`config.mk`:
```
export PLATFORM = sky130hd
export DESIGN_NAME = aes_round_ctrl
export DESIGN_NICKNAME = d
export VERILOG_FILES = /design/src/rtl/aes_pkg.sv /design/src/rtl/aes_round_counter.sv /design/src/rtl/aes_round_ctrl.sv
export SDC_FILE = /design/constraint.sdc
export NUM_CORES = 1
export LEC_CHECK = 0
export BUFFER_PORTS_ARGS = -buffer_cell sky130_fd_sc_hd__clkbuf_2
export CORE_MARGIN = 8
export CORE_UTILIZATION = 40
export CTS_CLUSTER_SIZE = 25
export DETAILED_ROUTE_END_ITERATION = 12
export GPL_ROUTABILITY_DRIVEN = 0
export GPL_TIMING_DRIVEN = 0
export PLACE_DENSITY = 0.64
export RECOVER_POWER = 25
export SLEW_MARGIN = 15
export SYNTH_ARGS = -nofsm -noshare
export SYNTH_HDL_FRONTEND = slang
export SYNTH_SLANG_ARGS = --single-unit
```
`constraint.sdc`:
```
create_clock -name clk -period 1.2 [get_ports clk]
set_input_delay 0.18 -clock clk [delete_from_list [all_inputs] [get_ports clk]]
set_output_delay 0.18 -clock clk [all_outputs]
set_load 0.03 [all_outputs]
```
`src/rtl/aes_pkg.sv`:
```
// rtl/aes_pkg.sv - shared types and constants for the AES round controller
// Holds the controller FSM state encoding, the AES-128 round count and the
// default width of the round-key select bus.
package aes_pkg;

  localparam int AES128_NUM_ROUNDS = 10;
  localparam int AES_KSEL_W        = 4;

  typedef enum logic [2:0] {
    ST_IDLE     = 3'd0,
    ST_KEY_WAIT = 3'd1,
    ST_INIT     = 3'd2,
    ST_ROUND    = 3'd3,
    ST_FINAL    = 3'd4,
    ST_DONE     = 3'd5
  } aes_state_e;

endpackage

```
`src/rtl/aes_round_counter.sv`:
```
// rtl/aes_round_counter.sv - loadable up/down round index counter
// Ports:
//   clk, resetn  : clock, synchronous active-low reset (count clears to 0)
//   load/load_val: load a new index (takes priority over en)
//   en, down     : step the index by one, downwards when down=1
//   term         : index value that raises the terminal-count flag
//   count        : current index
//   tc           : count == term
module aes_round_counter
  import aes_pkg::*;
#(
  parameter int W = AES_KSEL_W
) (
  input  logic         clk,
  input  logic         resetn,
  input  logic         load,
  input  logic [W-1:0] load_val,
  input  logic         en,
  input  logic         down,
  input  logic [W-1:0] term,
  output logic [W-1:0] count,
  output logic         tc
);

  always_ff @(posedge clk) begin
    if (!resetn) begin
      count <= '0;
    end else if (load) begin
      count <= load_val;
    end else if (en) begin
      count <= down ? (count - W'(1)) : (count + W'(1));
    end
  end

  assign tc = (count == term);

endmodule

```
`src/rtl/aes_round_ctrl.sv`:
```
// rtl/aes_round_ctrl.sv - AES block round sequencer (IDLE/KEY_WAIT/INIT/ROUND/FINAL/DONE)
// Optional feature: define AES_ROUND_CTRL_DECRYPT_EN to add the decrypt input,
// which reverses the round-key order (NUM_ROUNDS down to 0).
// Ports:
//   clk, resetn    : clock, synchronous active-low reset
//   start          : begin one block (accepted only while idle)
//   abort          : drop the current block and return to idle
//   key_rdy        : round keys available from the key expander
//   decrypt        : (optional) direction, sampled together with start
//   encrypt_en     : key expander enable
//   key_sel        : round-key index
//   add_key_en     : AddRoundKey strobe
//   round_en       : SubBytes/ShiftRows strobe
//   mix_col_en     : MixColumns strobe
//   busy           : controller not idle
//   done           : one-cycle completion pulse
// All outputs are registered from the state of the previous cycle, so they
// trail the state register by one clock; done therefore appears
// NUM_ROUNDS+3 edges after the edge that samples start.
module aes_round_ctrl
  import aes_pkg::*;
#(
  parameter int NUM_ROUNDS = AES128_NUM_ROUNDS,
  parameter int KSEL_W     = AES_KSEL_W
) (
  input  logic              clk,
  input  logic              resetn,
  input  logic              start,
  input  logic              abort,
  input  logic              key_rdy,
`ifdef AES_ROUND_CTRL_DECRYPT_EN
  input  logic              decrypt,
`endif
  output logic              encrypt_en,
  output logic [KSEL_W-1:0] key_sel,
  output logic              add_key_en,
  output logic              round_en,
  output logic              mix_col_en,
  output logic              busy,
  output logic              done
);

  aes_state_e        state;
  logic              dec_q;
  logic              dec_req;
  logic [KSEL_W-1:0] cnt;
  logic              cnt_tc;
  logic              cnt_load;
  logic              cnt_en;
  logic [KSEL_W-1:0] cnt_load_val;
  logic [KSEL_W-1:0] cnt_term;

`ifdef AES_ROUND_CTRL_DECRYPT_EN
  assign dec_req = decrypt;
`else
  assign dec_req = 1'b0;
`endif

  // The index is preloaded throughout KEY_WAIT so it is valid on entry to
  // INIT, then steps once in INIT and once per ROUND cycle, landing on the
  // FINAL key index when ROUND exits.
  assign cnt_load     = (state == ST_KEY_WAIT);
  assign cnt_en       = (state == ST_INIT) || (state == ST_ROUND);
  assign cnt_load_val = dec_q ? KSEL_W'(NUM_ROUNDS) : '0;
  assign cnt_term     = dec_q ? KSEL_W'(1) : KSEL_W'(NUM_ROUNDS - 1);

  aes_round_counter #(
    .W(KSEL_W)
  ) u_round_counter (
    .clk     (clk),
    .resetn  (resetn),
    .load    (cnt_load),
    .load_val(cnt_load_val),
    .en      (cnt_en),
    .down    (dec_q),
    .term    (cnt_term),
    .count   (cnt),
    .tc      (cnt_tc)
  );

  always_ff @(posedge clk) begin
    if (!resetn) begin
      state      <= ST_IDLE;
      dec_q      <= 1'b0;
      encrypt_en <= 1'b0;
      key_sel    <= '0;
      add_key_en <= 1'b0;
      round_en   <= 1'b0;
      mix_col_en <= 1'b0;
      busy       <= 1'b0;
      done       <= 1'b0;
    end else if (abort && (state != ST_IDLE)) begin
      // Outputs are cleared directly so no trailing strobe or done escapes.
      state      <= ST_IDLE;
      encrypt_en <= 1'b0;
      key_sel    <= '0;
      add_key_en <= 1'b0;
      round_en   <= 1'b0;
      mix_col_en <= 1'b0;
      busy       <= 1'b0;
      done       <= 1'b0;
    end else begin
      case (state)
        ST_IDLE: begin
          // busy still reflects DONE for one cycle after returning to IDLE;
          // a start in that cycle is treated as arriving while busy.
          if (start && !busy) begin
            state <= ST_KEY_WAIT;
            dec_q <= dec_req;
          end
        end
        ST_KEY_WAIT: if (key_rdy) state <= ST_INIT;
        ST_INIT:     state <= ST_ROUND;
        ST_ROUND:    if (cnt_tc) state <= ST_FINAL;
        ST_FINAL:    state <= ST_DONE;
        ST_DONE:     state <= ST_IDLE;
        default:     state <= ST_IDLE;
      endcase

      busy       <= (state != ST_IDLE);
      encrypt_en <= (state == ST_KEY_WAIT) || (state == ST_INIT) ||
                    (state == ST_ROUND) || (state == ST_FINAL);
      add_key_en <= (state == ST_INIT) || (state == ST_ROUND) || (state == ST_FINAL);
      round_en   <= (state == ST_ROUND) || (state == ST_FINAL);
      mix_col_en <= (state == ST_ROUND);
      done       <= (state == ST_DONE);
      key_sel    <= ((state == ST_INIT) || (state == ST_ROUND) || (state == ST_FINAL)) ?
                    cnt : '0;
    end
  end

endmodule

```
==> flow_summary.yaml <==
run_status:
  status: "finished with violations"
  violations: "negative setup slack"
clocking:
  cts_tree: "yes"
  numCtsBuffers: 3
  insertion_delay_ns: 0.29
  htreeDepth: 1
  clock-sinks: 17
  clockBufferDepth: 2
  cts_root_buffer: "clkbuf_4"
  cts.clk_slew.worst_paths_ns: 0.09
floorplanning:
  boundaryPins: 15
  core-area_um2: 1710
  die_w_um: 58.6
  die_area_um2: 3430
  die_h_um: 58.6
  rows: 15
  start_util_pct: 42.5
placement:
  port_buffers: 14
  pre_cts_ws_ns: -0.104
  dp_hpwl_mm: 1.02
  place_area_um2: 837
hold_path:
  min-delay-start: "resetn"
  holdPathStages: 2
  min_path_type: "in -> reg"
  hold_end: "u_round_counter.count[0]$_SDFFE_PN0P_"
sta:
  fin_setup_tns_ns: -0.0926
  relSlewSlack_pct: 75.2
  holdWs_ns: 0.227
  finClkSkew_ns: 0.00105
  setup_viol: 2
  finalCritPeriodShare_pct: 104
  rsz0062_at_grt: "yes"
  finalHoldViolCount: 0
  fin_crit_ns: 1.25
  maxSlewViolCount: 0
  worst_slew_pin_slew_ns: 0.374
  fmax_mhz: 801
  worst_slack_ns: -0.0485
worst_setup_path:
  path_cells: "buf_6 > nand3b_1 > buf_4 > a21oi_4 > nor3b_2"
  regToRegStartpoint: "state[2]$_SDFFE_PP0P_"
  path_delay_family: "simple AND/OR/NAND/NOR gates"
  critPathSlowestCell: "dfxtp_2"
  endpoint_kind: "flip-flop"
  crit_path_max_fanout: 5
  path_class: "reg -> reg"
  reg2reg_depth: 5
  start_kind: "flip-flop"
  worst-path-buf-inv: 2
  cp_slowest_stage_delay_ns: 0.35
  reg2reg_to: "state[2]$_SDFFE_PP0P_"
  crit_arrival_ns: 1.47
  r2r_slack_ns: -0.05
  required_ns: 1.42
logic_synthesis:
  yosys.area.top_type: "dfxtp_1"
  synth_cells: 71
  synth_edf_count: 0
  yosys_warnings: 0
  synth_area_um2: 726
  yosysSeqAreaShare_pct: 46.9
  synth_ff_type: "dfxtp_1"
  synthTopCellsByCount: "dfxtp_1 (17), and2_1 (5), nor2_1 (4)"
  ys_types: 32
  synth.area.top_cells: "dfxtp_1 (47%), a21oi_4 (4.5%), and2_1 (4.3%)"
  synthArstFlopShare_pct: 0
  syn_avg_cell_area_um2: 10.2
  synth-seq-cells: 17
  yosysMostFrequentCell: "dfxtp_1"
  synth_top_area_share_pct: 46.9
  synth_fp_nets: 78
global_routing:
  grt.total_usage_pct: 9.52
  grt_pass1_wl_mm: 2.53
  grt_max_degree: 11
  antenna_found_initial: 0
  grt_overflow_total: 0
  first_global_vias: 580
final_layout:
  fillCellCount: 146
  nets: 114
  n_antenna_cell: 0
  drive_gt1_share_pct: 47.2
  design_area_um2: 1060
  syn_to_final_growth_pct: 45.5
routing:
  route.top_layer_used: "met4"
  drc_errors: 0
  antenna_left: 0
  via_per_inst: 4.66
  wl_met3_um: 118
  wire_per_inst_um: 13.1
  drt_pass1_iterations: 4
  wl_met1_um: 739
  vias: 610
  wl_met2_um: 818
  drt_iter0_drc: 11
  wl_mm: 1.72
power:
  leakage_nw: 0.462
  powerDensity_nw_per_um2: 1170
  ir_worst_vdd_mv: 0.790
flow_run:
  maxCapViolCount: 0
[worst max path at each step]
| stage | startpoint | to | depth (start not counted) |
|---|---|---|---|
| 3_5_place_dp | u_round_counter.count[0]$_SDFFE_PN0P_ | state[0]$_SDFFE_PP0P_ | 4 |
| 4_1_cts | state[2]$_SDFFE_PP0P_ | state[2]$_SDFFE_PP0P_ | 5 |
| 2_1_floorplan | state[2]$_SDFFE_PP0P_ | state[0]$_SDFFE_PP0P_ | 4 |
| 3_3_place_gp | u_round_counter.count[0]$_SDFFE_PN0P_ | state[0]$_SDFFE_PP0P_ | 4 |
| 5_1_grt | state[2]$_SDFFE_PP0P_ | state[2]$_SDFFE_PP0P_ | 5 |
| 6_report | state[2]$_SDFFE_PP0P_ | state[2]$_SDFFE_PP0P_ | 5 |
[state kept, by name (all words and copies together) (netlist names)]
name / cells
encrypt_en: 1
busy: 1
u_round_counter.count: 4
key_sel: 4
mix_col_en: 1
add_key_en: 1
round_en: 1
done: 1
state: 3
[per-stage QoR]
step / power [mW] / util, % / instances
2_1_floorplan: 0.802 / - / 71
6_report: 1.23 / 61.8 / 131
3_5_place_dp: 0.854 / 49.0 / 110
4_1_cts: 1.15 / 55.0 / 122
5_1_grt: 1.29 / 61.8 / 131
3_3_place_gp: 0.853 / 49.0 / 110
[cells by family after synthesis]
group / Yosys count / share of synthesized area, %
fa+ha+maj: 2 / 3.45
xor+xnor: 1 / 1.21
mux: 1 / 1.38
flops: 17 / 46.9
buf+inv: 6 / 5.69
compound gates: 17 / 18.3
simple gates: 27 / 23.1
[cells in the final DEF (no fill, tap or decap), types with 2 or more instances in the layout]
cell type  instances
nor3b_2            3
dfxtp_2            2
dfxtp_1           12
buf_6              2
and2_1             5
clkbuf_2          10
buf_4             15
clkbuf_1           5
nor2_1             3
o21ai_0            2
inv_1              3
a21oi_1            3
a21oi_4            2
nand3_1            2
nand2_1            3
ha_1               2
nor2b_1            2
clkbuf_4           3
dfxtp_4            3
[cell type report]
class                   count  area [µm²]  share of cell area (%)
well taps                  25        31.3                    2.96
plain buffers               2        26.3                    2.49
multi-input cells          48         388                    36.7
repair buffers             32         219                    20.7
flip-flops and latches     17         354                    33.5
inverters                   3        11.3                    1.07
clock buffers               4        26.3                    2.49
[layer usage]
metal  vias up  track usage (%)
met2        15             16.1
met1       271             9.96
met4         0             5.12
met3         7             3.70
met5         -                0
li1        317                -
[worst register-to-register path, delay by kind of cell, from the launching register on]
kind            cells  cell delay [ns]
compound gates      1             0.12
buf+inv             2             0.32
flops               1             0.35
simple gates        2             0.40
[where the power goes]
part / internal [mW] / switching (mW) / leakage (nW) / total [mW]
clock: 0.129 / 0.172 / 0.0150 / 0.302
sequential: 0.594 / 0.0325 / 0.141 / 0.627
combinational: 0.155 / 0.147 / 0.306 / 0.303
total: 0.879 / 0.352 / 0.462 / 1.23
[timing repair]
action,CTS,global route
gates cloned,0,2
pin swaps,5,3
hold buffers,0,0
resized for setup,9,11
setup buffers,9,7
setup endpoints to repair,9,16
endpoints found under the hold margin,0,0
Note: power is estimated with default switching activity, not from simulation.
